**config.mk**
```make
export PLATFORM = sky130hd
export DESIGN_NAME = main_mod_flat
export DESIGN_NICKNAME = d
export VERILOG_FILES = /design/src/rtl/main_mod_if.sv /design/src/rtl/main_mod.sv /design/src/flat_wrapper.sv
export SDC_FILE = /design/constraint.sdc
export NUM_CORES = 2
export LEC_CHECK = 0
export BUFFER_PORTS_ARGS = -buffer_cell sky130_fd_sc_hd__buf_2
export CAP_MARGIN = 20
export CORE_MARGIN = 2
export CORE_UTILIZATION = 45
export DETAILED_ROUTE_END_ITERATION = 12
export GPL_TIMING_DRIVEN = 0
export PLACE_DENSITY_LB_ADDON = 0.05
export SLEW_MARGIN = 30
export SYNTH_ARGS = -nofsm -noshare
export SYNTH_HDL_FRONTEND = slang
export SYNTH_SLANG_ARGS = --single-unit
```
**constraint.sdc**
```tcl
create_clock -name clock -period 10.7 [get_ports clock]
set_input_delay 0.535 -clock clock [delete_from_list [all_inputs] [get_ports clock]]
set_output_delay 0.535 -clock clock [all_outputs]
set_load 0.03 [all_outputs]
```
**src/rtl/main_mod_if.sv**
```systemverilog
// ---------------------------------------------------------------------------
// main_mod_if
//
// Access/result bundle for the compressed-cache trace model.
//   address    : 32-bit access address, one access per clock
//   hit        : previous access hit
//   miss       : previous access missed (full or partial)
//   evict      : previous miss displaced a valid way
//   hit_way    : way hit or filled by the previous access
//   hit_count  : running hit total since reset
//   miss_count : running miss total since reset
//
// master drives the address and observes results; slave is the cache model.
// ---------------------------------------------------------------------------
interface main_mod_if;
    logic [31:0] address;
    logic        hit;
    logic        miss;
    logic        evict;
    logic [1:0]  hit_way;
    logic [31:0] hit_count;
    logic [31:0] miss_count;

    modport master (
        output address,
        input  hit,
        input  miss,
        input  evict,
        input  hit_way,
        input  hit_count,
        input  miss_count
    );

    modport slave (
        input  address,
        output hit,
        output miss,
        output evict,
        output hit_way,
        output hit_count,
        output miss_count
    );
endinterface

```
**src/rtl/main_mod.sv**
```systemverilog
// ---------------------------------------------------------------------------
// main_mod
//
// Tag/occupancy model of a YACC-style compressed, set-associative cache
// (8 sets x 4 ways, 4 sub-blocks per superblock, 64-byte blocks) with true-LRU
// replacement. One address is consumed on every rising clock edge; the result
// of that access is presented on the registered outputs one cycle later.
//
// Ports:
//   clock  : system clock, all state changes on the rising edge
//   resetn : asynchronous active-low reset
//   bus    : main_mod_if.slave
//            address[31:11] tag, [10:8] set, [7:6] sub-block, [5:0] ignored
//            hit / miss / evict / hit_way  registered per-access result
//            hit_count / miss_count        running totals, wrap at 2^32
//
// A superblock is compressible when tag[0] == 0. Compressible superblocks
// keep every present sub-block in one way (mask may hold several bits);
// non-compressible ones use a whole way per sub-block (one-hot mask).
// ---------------------------------------------------------------------------
module main_mod (
    input  logic      clock,
    input  logic      resetn,
    main_mod_if.slave bus
);

    localparam int NUM_SETS   = 8;
    localparam int NUM_WAYS   = 4;
    localparam int TAG_W      = 21;
    localparam int SUB_BLOCKS = 4;

    typedef enum logic [1:0] {
        ACC_HIT,      // tag, compression and sub-block all present
        ACC_PARTIAL,  // compressed superblock resident, sub-block absent
        ACC_FILL      // nothing usable resident: allocate a way
    } acc_kind_t;

    // -----------------------------------------------------------------------
    // Cache state. Every way of the addressed set is compared in the same
    // cycle and the set is rewritten on the following edge, so the state is
    // held in flops rather than a RAM.
    // -----------------------------------------------------------------------
    logic [NUM_WAYS-1:0]   valid_q [NUM_SETS];
    logic [NUM_WAYS-1:0]   comp_q  [NUM_SETS];
    logic [TAG_W-1:0]      tag_q   [NUM_SETS][NUM_WAYS];
    logic [SUB_BLOCKS-1:0] mask_q  [NUM_SETS][NUM_WAYS];
    logic [1:0]            age_q   [NUM_SETS][NUM_WAYS];

    // Registered results
    logic        hit_q;
    logic        miss_q;
    logic        evict_q;
    logic [1:0]  hit_way_q;
    logic [31:0] hit_count_q;
    logic [31:0] miss_count_q;

    // -----------------------------------------------------------------------
    // Address decode
    // -----------------------------------------------------------------------
    logic [TAG_W-1:0] tag_in;
    logic [2:0]       set_in;
    logic [1:0]       sb_in;
    logic             compressible_in;
    logic             offset_unused;

    assign tag_in          = bus.address[31:11];
    assign set_in          = bus.address[10:8];
    assign sb_in           = bus.address[7:6];
    assign compressible_in = ~tag_in[0];
    // Byte offset has no effect on a tag-only model.
    assign offset_unused   = ^bus.address[5:0];

    // -----------------------------------------------------------------------
    // View of the addressed set and per-way match terms
    // -----------------------------------------------------------------------
    logic [NUM_WAYS-1:0]   row_valid;
    logic [NUM_WAYS-1:0]   row_comp;
    logic [TAG_W-1:0]      row_tag  [NUM_WAYS];
    logic [SUB_BLOCKS-1:0] row_mask [NUM_WAYS];
    logic [1:0]            row_age  [NUM_WAYS];

    logic [NUM_WAYS-1:0]   tag_match;
    logic [NUM_WAYS-1:0]   way_hit;
    logic [NUM_WAYS-1:0]   way_partial;
    logic [NUM_WAYS-1:0]   way_lru;

    assign row_valid = valid_q[set_in];
    assign row_comp  = comp_q[set_in];

    genvar gi;
    generate
        for (gi = 0; gi < NUM_WAYS; gi++) begin : g_way_match
            assign row_tag[gi]  = tag_q[set_in][gi];
            assign row_mask[gi] = mask_q[set_in][gi];
            assign row_age[gi]  = age_q[set_in][gi];

            assign tag_match[gi]   = row_valid[gi] && (row_tag[gi] == tag_in);
            // The compressed flag must agree with the tag's compressibility;
            // for a non-compressible way the one-hot mask selects the block.
            assign way_hit[gi]     = tag_match[gi]
                                  && (row_comp[gi] == compressible_in)
                                  && row_mask[gi][sb_in];
            // Only a compressed superblock can absorb a new sub-block.
            assign way_partial[gi] = tag_match[gi] && row_comp[gi]
                                  && compressible_in && !row_mask[gi][sb_in];
            // Ages are a permutation of 0..3, so exactly one way is age 3.
            assign way_lru[gi]     = (row_age[gi] == 2'd3);
        end
    endgenerate

    // -----------------------------------------------------------------------
    // Access classification and way selection
    // -----------------------------------------------------------------------
    logic [1:0]            hit_idx;
    logic [1:0]            partial_idx;
    logic [1:0]            free_idx;
    logic [1:0]            lru_idx;
    logic [1:0]            acc_way;
    logic [1:0]            acc_age;
    acc_kind_t             acc_kind_d;
    logic [SUB_BLOCKS-1:0] sb_onehot;

    logic        hit_d;
    logic        miss_d;
    logic        evict_d;
    logic [31:0] hit_count_d;
    logic [31:0] miss_count_d;

    always_comb begin
        hit_idx     = '0;
        partial_idx = '0;
        free_idx    = '0;
        lru_idx     = '0;
        // Descending scans leave the lowest matching index selected.
        for (int w = NUM_WAYS - 1; w >= 0; w--) begin
            if (way_hit[w]) begin
                hit_idx = 2'(w);
            end
            if (way_partial[w]) begin
                partial_idx = 2'(w);
            end
            if (!row_valid[w]) begin
                free_idx = 2'(w);
            end
            if (way_lru[w]) begin
                lru_idx = 2'(w);
            end
        end
    end

    always_comb begin
        acc_kind_d = ACC_FILL;
        acc_way    = lru_idx;
        evict_d    = 1'b0;
        if (|way_hit) begin
            acc_kind_d = ACC_HIT;
            acc_way    = hit_idx;
        end else if (|way_partial) begin
            acc_kind_d = ACC_PARTIAL;
            acc_way    = partial_idx;
        end else if (!(&row_valid)) begin
            acc_kind_d = ACC_FILL;
            acc_way    = free_idx;
        end else begin
            acc_kind_d = ACC_FILL;
            acc_way    = lru_idx;
            evict_d    = 1'b1;
        end
    end

    assign acc_age   = row_age[acc_way];
    assign sb_onehot = SUB_BLOCKS'(1) << sb_in;

    assign hit_d        = (acc_kind_d == ACC_HIT);
    assign miss_d       = !hit_d;
    assign hit_count_d  = hit_count_q  + {31'd0, hit_d};
    assign miss_count_d = miss_count_q + {31'd0, miss_d};

    // -----------------------------------------------------------------------
    // True-LRU ages: the touched way becomes 0 and every way that was younger
    // than it ages by one, which keeps the set's ages a permutation.
    // -----------------------------------------------------------------------
    logic [1:0] age_d [NUM_WAYS];

    generate
        for (gi = 0; gi < NUM_WAYS; gi++) begin : g_age_next
            always_comb begin
                age_d[gi] = row_age[gi];
                if (2'(gi) == acc_way) begin
                    age_d[gi] = 2'd0;
                end else if (row_age[gi] < acc_age) begin
                    age_d[gi] = row_age[gi] + 2'd1;
                end
            end
        end
    endgenerate

    // -----------------------------------------------------------------------
    // State update
    // -----------------------------------------------------------------------
    always_ff @(posedge clock or negedge resetn) begin
        if (!resetn) begin
            for (int s = 0; s < NUM_SETS; s++) begin
                valid_q[s] <= '0;
                comp_q[s]  <= '0;
                for (int w = 0; w < NUM_WAYS; w++) begin
                    tag_q[s][w]  <= '0;
                    mask_q[s][w] <= '0;
                    age_q[s][w]  <= 2'(w);
                end
            end
        end else begin
            for (int w = 0; w < NUM_WAYS; w++) begin
                age_q[set_in][w] <= age_d[w];
            end
            case (acc_kind_d)
                ACC_PARTIAL: begin
                    mask_q[set_in][acc_way] <= row_mask[acc_way] | sb_onehot;
                end
                ACC_FILL: begin
                    valid_q[set_in][acc_way] <= 1'b1;
                    comp_q[set_in][acc_way]  <= compressible_in;
                    tag_q[set_in][acc_way]   <= tag_in;
                    mask_q[set_in][acc_way]  <= sb_onehot;
                end
                default: begin
                end
            endcase
        end
    end

    always_ff @(posedge clock or negedge resetn) begin
        if (!resetn) begin
            hit_q        <= 1'b0;
            miss_q       <= 1'b0;
            evict_q      <= 1'b0;
            hit_way_q    <= '0;
            hit_count_q  <= '0;
            miss_count_q <= '0;
        end else begin
            hit_q        <= hit_d;
            miss_q       <= miss_d;
            evict_q      <= evict_d;
            hit_way_q    <= acc_way;
            hit_count_q  <= hit_count_d;
            miss_count_q <= miss_count_d;
        end
    end

    assign bus.hit        = hit_q;
    assign bus.miss       = miss_q;
    assign bus.evict      = evict_q;
    assign bus.hit_way    = hit_way_q;
    assign bus.hit_count  = hit_count_q;
    assign bus.miss_count = miss_count_q;

endmodule

```
**src/flat_wrapper.sv**
```systemverilog
// flat-port wrapper written by rule: the top's interface ports become plain ports
module main_mod_flat 
  (clock, resetn, bus_address, bus_hit, bus_miss, bus_evict, bus_hit_way, bus_hit_count, bus_miss_count);
  main_mod_if bus_i ();
  input  logic clock;
  input  logic resetn;
  input wire logic [$bits(bus_i.address)-1:0] bus_address;
  output wire logic [$bits(bus_i.hit)-1:0] bus_hit;
  output wire logic [$bits(bus_i.miss)-1:0] bus_miss;
  output wire logic [$bits(bus_i.evict)-1:0] bus_evict;
  output wire logic [$bits(bus_i.hit_way)-1:0] bus_hit_way;
  output wire logic [$bits(bus_i.hit_count)-1:0] bus_hit_count;
  output wire logic [$bits(bus_i.miss_count)-1:0] bus_miss_count;
  assign bus_i.address = bus_address;
  assign bus_hit = bus_i.hit;
  assign bus_miss = bus_i.miss;
  assign bus_evict = bus_i.evict;
  assign bus_hit_way = bus_i.hit_way;
  assign bus_hit_count = bus_i.hit_count;
  assign bus_miss_count = bus_i.miss_count;
  main_mod u_core (.clock(clock), .resetn(resetn), .bus(bus_i));
endmodule
```
; After elaboration in Yosys (flattened, before gate mapping)
; Cells that the tools add are included.
[word_totals]
regBits = 997
input_bits = 34
output_inout_bits = 69
elab_cells = 286
[op_classes]
addsub = 6
order_cmp = 11
n_eq_ne = 17
shifts = 1
mux = 90
bitwise_logic = 5
n_reduce_logical = 38
[op_table]
columns = cell, n
row1 = bitwise mux 672 bit, 1
row2 = bitwise mux 128 bit, 2
row3 = bitwise mux 64 bit, 4
row4 = one-hot mux 128 bit (2 select lines), 1
row5 = binary-select mux 84 bit (select 3 bit), 1
row6 = demux 84 bit (select 3 bit), 1
row7 = 2-to-1 mux 84 bit, 3
row8 = demux 8 bit (select 3 bit), 4
row9 = equality test 21 bit, 4
row10 = adder 32 x 1 -> 32 bit, 2
row11 = 2-to-1 mux 2 bit, 32
row12 = binary-select mux 16 bit (select 3 bit), 1
row13 = demux 16 bit (select 3 bit), 1
row14 = 2-to-1 mux 16 bit, 3
row15 = demux 21 bit (select 2 bit), 1
row16 = 2-to-1 mux 4 bit, 9
row17 = bitwise mux 32 bit, 1
row18 = OR 32 bit, 1
row19 = logical AND 1 bit, 27
row20 = binary-select mux 4 bit (select 3 bit), 2
row21 = binary-select mux 8 bit (select 3 bit), 1
row22 = 2-to-1 mux 8 bit, 3
row23 = 2-to-1 mux 21 bit, 1
row24 = demux 4 bit (select 3 bit), 1
row25 = other kinds (30), 61

; Logic depth before layout (Yosys ltp)
[logic_depth]
depth_word = 26
ltp_mapped = 32
mapped_depth_nobuf = 24

; Worst setup path before layout
; No wires, ideal clock.
[synth_timing]
kind = input to register
start = input bus_address[8]
end = register u_core.age_q[15] (netlist bit)
arrival_time_ns = 6.197
required_time_ns = 10.562
slack_ns = 4.366
cell_stages = 29
n_path_buf = 8
path_cell_list = buf_2 > buf_6 > buf_4 > buf_4 > buf_2 > buf_4 > buf_4 > buf_1 > mux2_2 > a221oi_1 > a21oi_1 > a221oi_1 > inv_1 > ha_1 > o21bai_1 > a21oi_1 > a21oi_1 > inv_1 > nor2_2 > nor2_4 > a211oi_1 > a21oi_1 > ha_1 > or2_2 > a2111oi_0 > a31oi_1 > o31a_1 > o211ai_1 > o21ai_0
[synth_between]
elab_chain_len = 26
elab_cells_between_ends = 122
classes_between = 4 x add/sub / 6 x order compare / 15 x eq/ne / 62 x mux / 2 x bitwise / 33 x reduce/logical
[synth_lines]
columns = item, line
row1 = "start, declared", flat_wrapper.sv:7  ; input wire logic [$bits(bus_i.address)-1:0] bus_address;
row2 = inverter 3 -> 4 bit (implied by the code) *, --
row3 = binary-select mux 84 bit (select 3 bit), main_mod.sv:93  ; assign row_tag[gi] = tag_q[set_in][gi];
row4 = 2-to-1 mux 84 bit (implied by the code) (2 in a row), main_mod.sv:93
row5 = equality test 21 bit, main_mod.sv:97  ; assign tag_match[gi] = row_valid[gi] && (row_tag[gi] == tag_in);
row6 = logical AND 1 bit, main_mod.sv:97
row7 = logical AND 1 bit, main_mod.sv:104  ; assign way_partial[gi] = tag_match[gi] && row_comp[gi]
row8 = logical AND 1 bit (2 in a row), main_mod.sv:105  ; && compressible_in && !row_mask[gi][sb_in];
row9 = 2-to-1 mux 2 bit (4 in a row), main_mod.sv:139  ; if (way_partial[w]) begin
row10 = [... 2 more ...], --
row11 = inverter 2 -> 3 bit (implied by the code), main_mod.sv:171  ; assign acc_age = row_age[acc_way];
row12 = binary-select mux 2 bit (select 2 bit), main_mod.sv:171
row13 = 2-to-1 mux 2 bit (implied by the code) (2 in a row), main_mod.sv:171
row14 = < comparator 2 bit, main_mod.sv:191  ; end else if (row_age[gi] < acc_age) begin
row15 = 2-to-1 mux 2 bit, main_mod.sv:191
row16 = 2-to-1 mux 2 bit, main_mod.sv:189  ; if (2'(gi) == acc_way) begin
row17 = bitwise mux 64 bit (3 in a row), main_mod.sv:214  ; age_q[set_in][w] <= age_d[w];
row18 = bitwise mux 64 bit *, main_mod.sv:214
row19 = "end signal, assigned by index", main_mod.sv:209  ; age_q[s][w] <= 2'(w);
row20 = "end signal, assigned by index", main_mod.sv:214
row21 = "end, declared", main_mod.sv:47  ; logic [1:0] age_q [NUM_SETS][NUM_WAYS];
; Every way passes the cells marked *; elsewhere a longest branch is shown, timed or not. The select of a mux whose other input is x is not followed.
; A chain may end at the register's enable or synchronous reset.

; Final worst setup path
[layout_timing]
start = input bus_address[10]
end = register u_core.miss_count_q[30], in the netlist u_core.bus.miss_count[30]
[layout_between]
elab_chain_len = 15
elab_cells_between_ends = 64
classes_between = 1 x add/sub / 8 x eq/ne / 22 x mux / 1 x bitwise / 32 x reduce/logical
[layout_lines]
columns = item, line
row1 = inverter 3 -> 4 bit (implied by the code) *, --
row2 = binary-select mux 84 bit (select 3 bit), main_mod.sv:93
row3 = 2-to-1 mux 84 bit (implied by the code) (2 in a row), main_mod.sv:93
row4 = equality test 21 bit, main_mod.sv:97
row5 = logical AND 1 bit, main_mod.sv:97
row6 = logical AND 1 bit, main_mod.sv:104
row7 = logical AND 1 bit (2 in a row), main_mod.sv:105
row8 = OR reduction 4 bit, main_mod.sv:158  ; end else if (|way_partial) begin
row9 = 2-to-1 mux 2 bit, main_mod.sv:158
row10 = 2-to-1 mux 2 bit *, main_mod.sv:155  ; if (|way_hit) begin
row11 = zero test 2 bit *, main_mod.sv:174  ; assign hit_d = (acc_kind_d == ACC_HIT);
row12 = via u_core.hit_d, main_mod.sv:123  ; logic hit_d;
row13 = zero test 1 bit *, main_mod.sv:175  ; assign miss_d = !hit_d;
row14 = via u_core.miss_d, main_mod.sv:124  ; logic miss_d;
row15 = adder 32 x 1 -> 32 bit *, main_mod.sv:177  ; assign miss_count_d = miss_count_q + {31'd0, miss_d};
row16 = via u_core.miss_count_d[30], main_mod.sv:127  ; logic [31:0] miss_count_d;
row17 = "end signal, assigned", main_mod.sv:246  ; miss_count_q <= miss_count_d;
row18 = "end, declared", main_mod.sv:55  ; logic [31:0] miss_count_q;
; Mark *: on every way through the listed nets, which the timed path passes. The rest lies on a longest branch. The select of a mux whose other input is x is not followed.

==> out/qor_table.md <==
| Item | This run |
|---|---|
| Mean routed wirelength per cell | 32.0 µm |
| Total instance count after detailed placement | 5,207 |
| Number of remaining DRC errors | 0 |
| Half-perimeter wire length after placement | 122,000 µm |
| Post-synth EDFFs | 0 |
| # clock sinks | 997 |
| Top cell by count, worst path | sky130_fd_sc_hd__buf_2 |
| Drt initial violations | 2,732 |
| Area of the mapped netlist | 47,600 µm² |
| Crit path buffers/inverters | 10 |
| Final critical delay including setup and external delays | 8.83 ns |
| Commonest cells in the netlist | 965 x sky130_fd_sc_hd__dfrtp_1, 706 x sky130_fd_sc_hd__mux2_2, 277 x sky130_fd_sc_hd__mux2i_1, 226 x sky130_fd_sc_hd__nand2_1, 149 x sky130_fd_sc_hd__clkbuf_1 |
| I/O pin total | 103 |
| Via count | 32,700 |
| Final setup TNS | 0 ns |
| Power density cells | 272 nW/µm² |
| Final worst path period share | 82.6% |
| Top cell type by total area after synthesis | sky130_fd_sc_hd__dfrtp_1 |
| Top_reg_cell synth | sky130_fd_sc_hd__dfrtp_1 |
| WHS | 0.235 ns |
| Setup repair after global routing missed its margin | false |
| Total routing usage reported by global routing | 32.1% |
| Number of nets in the final layout | 3,977 |
| Comb power frac | 29.8% |
| Final wirelength | 173,000 µm |
| Maximum operating frequency | 113 MHz |
| Number of levels in the clock H-tree | 3 |
| Area share of xor/xnor cells in the synthesized design | 2.02% |
| Result of the run | finished, final reports clean |
| Beginning of the critical path | bus_address[10] |
| Clock-pin slew on the worst setup and hold paths | 0.06 ns |
| Post-Synthesis Net Count | 3,763 |
| Initial DRT Pass Iterations | 5 |
| Placement row count | 119 |
| Number of buffer cells added on primary ports | 87 |
| Peak supply drop | 0.179 mV |
| Flops & latches, synth | 997 |
| Data arrival time of the critical path | 9.43 ns |
| Largest fanout on the critical path | 10 |
| Via-per-instance ratio | 6.05 |
| Portion of synthesized cell area occupied by the leading cell type | 50.7% |
| Simple-gate share of the synthesized area | 6.60% |
| Initial core utilization | 45.3% |
| Synth unique cells | 92 |
| Startpoint of the tightest hold check path | bus_address[20] |
| Cell count after synthesis | 3,716 |
| Pin count of the biggest net entering global routing | 117 |
| Switching part of the total | 31.9% |
| Reg2Reg Setup Slack | 3.68 ns |
| Buffer levels on the longest clock path | 3 |
| Cell with the largest stage delay on the worst path | sky130_fd_sc_hd__buf_2 |
| Worst max-slew margin expressed relative to the limit | 23.6% |
| Cell Int Power | 9.99 mW |
| Warning count from the yosys run | 0 |
| Portion of total power attributed to the clock network | 27.2% |
| Mux contribution to synthesized area | 27.8% |
| CTS tree | done |
| Net switching component of the power | 4.68 mW |
| Overflow after GRT | 0 |
| Initial antenna violation count | 8 |
| Critical path data required time | 11.30 ns |
| Placer Congestion | 0.963 |
| Layout cell share with drive strength beyond 1 | 32.9% |
| Fraction of power consumed by sequential logic | 43.0% |
| Setup clock skew after layout | 0.0283 ns |
| Final standard cell utilization of the core | 51.4% |
| Final-report max-slew violation count | 0 |
| Kind of start point of the critical path | input pin |
| Layout Area Growth over Synthesis | 13.4% |
| Total CTS buffers | 111 |
| DIE AREA | 108,000 µm² |
| Largest family of logic cells by synthesized area | multiplexers |
| Leak | 24.4 nW |
| Proportion of synthesized flip-flops having asynchronous set or reset | 100% |
| Kind of end point of the critical path | flip-flop |
| Post-layout instance area | 54,000 µm² |
| Vertical extent of the die | 329 µm |
| Top cells by area in the synthesized netlist | sky130_fd_sc_hd__dfrtp_1 51%, sky130_fd_sc_hd__mux2_2 17%, sky130_fd_sc_hd__mux2i_1 5.8% |
| Core region area | 105,000 µm² |
| PostCTS Resize Cnt | 0 |
| Number of hold violations in the final report | 0 |
| Post-Syn Area per Cell | 12.8 µm² |
| Final Non-Filler Cells | 5,412 |
| Instance area after placement | 50,200 µm² |
| Worst min path class | in -> reg |
| Reg-to-reg critical path startpoint | u_core.tag_q[134] |
| Number of max-capacitance violations reported | 0 |
| Remaining antenna violation count | 0 |
| Via count of the first global-routing pass | 32,800 |
| Actual slew at the worst max-slew pin | 1.14 ns |
| Kind of cell with the highest combined delay on the critical path | buffers and inverters |
| Maximum single-stage delay on the critical path | 0.70 ns |
| Horizontal extent of the die | 329 µm |
| Leading cell type by number of instances after synthesis | sky130_fd_sc_hd__dfrtp_1 |
| Fraction of the mapped netlist area in compound gates | 7.20% |
| Portion of the post-synthesis area used by sequential elements | 52.5% |
| Clock root cell | sky130_fd_sc_hd__clkbuf_16 |
| First-pass GRT wire length | 247,000 µm |
| Post-synthesis adder-cell area fraction | 0.342% |
| Type of the worst setup path | in -> reg |
| Clock network latency to the later pin of the worst-skew pair | 0.71 ns |
| Total setup violations reported at the end of the flow | 0 |
## path summary, 6_finish.rpt
kind	cells after the start	end
worst max-delay path	25	u_core.bus.miss_count[30]
worst min-delay path	2	u_core.tag_q[492]
worst max register to register	19	u_core.bus.hit_count[29]
worst min register to register	1	u_core.valid_q[23]
max in group asynchronous	6	u_core.tag_q[216]
min in group asynchronous	2	u_core.bus.miss_count[4]
## power by group through the flow
stage               sequential (mW)  combinational, mW  clock (mW)
floorplan                      6.08               3.17           0
global placement               6.32               4.23           0
detailed placement             6.34               4.33           0
CTS                            6.29               4.34        4.05
global route                   6.50               4.69        4.21
finish                         6.31               4.37        4.00
## stage by stage
stage / setup WS [ns] / power (mW)
floorplan: 4.37 / 9.25
global placement: -13.76 / 10.6
detailed placement: 1.30 / 10.7
CTS: 2.00 / 14.7
global route: 1.77 / 15.4
finish: 1.87 / 14.7
## cell usage in the layout (no fill, tap or decap), types with 49 or more instances in the layout
cell type,instances
sky130_fd_sc_hd__nand2_1,226
sky130_fd_sc_hd__nand3_1,51
sky130_fd_sc_hd__clkbuf_16,114
sky130_fd_sc_hd__buf_2,173
sky130_fd_sc_hd__and3_1,56
sky130_fd_sc_hd__dfrtp_1,965
sky130_fd_sc_hd__mux2i_1,275
sky130_fd_sc_hd__xor2_1,50
sky130_fd_sc_hd__buf_4,61
sky130_fd_sc_hd__xnor2_1,60
sky130_fd_sc_hd__mux2_2,706
sky130_fd_sc_hd__mux2_1,77
sky130_fd_sc_hd__a22oi_1,116
sky130_fd_sc_hd__clkbuf_1,158
sky130_fd_sc_hd__a21oi_1,49
sky130_fd_sc_hd__o21ai_0,111
sky130_fd_sc_hd__mux4_2,72
sky130_fd_sc_hd__nor2_1,70
## cell families (layout without fill, tap and decap cells)
family	count (synthesis)	in the layout
AOI/OAI and AO/OA	494	494
xor gates and xnor gates	110	110
adders and majority gates	13	13
DFF	997	997
muxes	1133	1133
buffers and inverters	357	660
other	0	2
and+or+nand+nor	612	612
## repair_timing
| item | CTS | global route |
|---|---|---|
| setup buffers | 0 | 0 |
| hold buffers | 1 | 0 |
| hold endpoints to repair | 88 | 0 |
## registers in the layout (all words and copies together) (netlist names)
register and count:
u_core.mask_q 128, u_core.age_q 64, u_core.tag_q 672, u_core.comp_q 32, u_core.bus.hit 1, u_core.bus.miss_count 32, u_core.bus.hit_count 32, u_core.valid_q 32
u_core.bus.hit_way 2, u_core.bus.miss 1, u_core.bus.evict 1
## routing by layer
layer | wire, µm | global-route usage (%) | vias to the layer above | part of all wire [%]
met3 | 10600 | 5.75 | 373 | 6.1
met4 | 9430 | 15.2 | 6 | 5.4
met2 | 79000 | 50.2 | 1141 | 46
met1 | 74200 | 43.5 | 17300 | 43
li1 | - | - | 14000 | -
met5 | 41 | 0 | - | 0.024
## area by class of cell
class | instances | area (µm²)
buffer | 315 | 1570
clock buffer | 170 | 3390
timing repair buffer | 101 | 771
multi-input combinational | 2362 | 21000
clock inverter | 32 | 408
inverter | 42 | 158
antenna | 2 | 5.00
tap | 1391 | 1740
fill | 9507 | 51100
sequential | 997 | 25000
(Power assumes the default switching activity.)
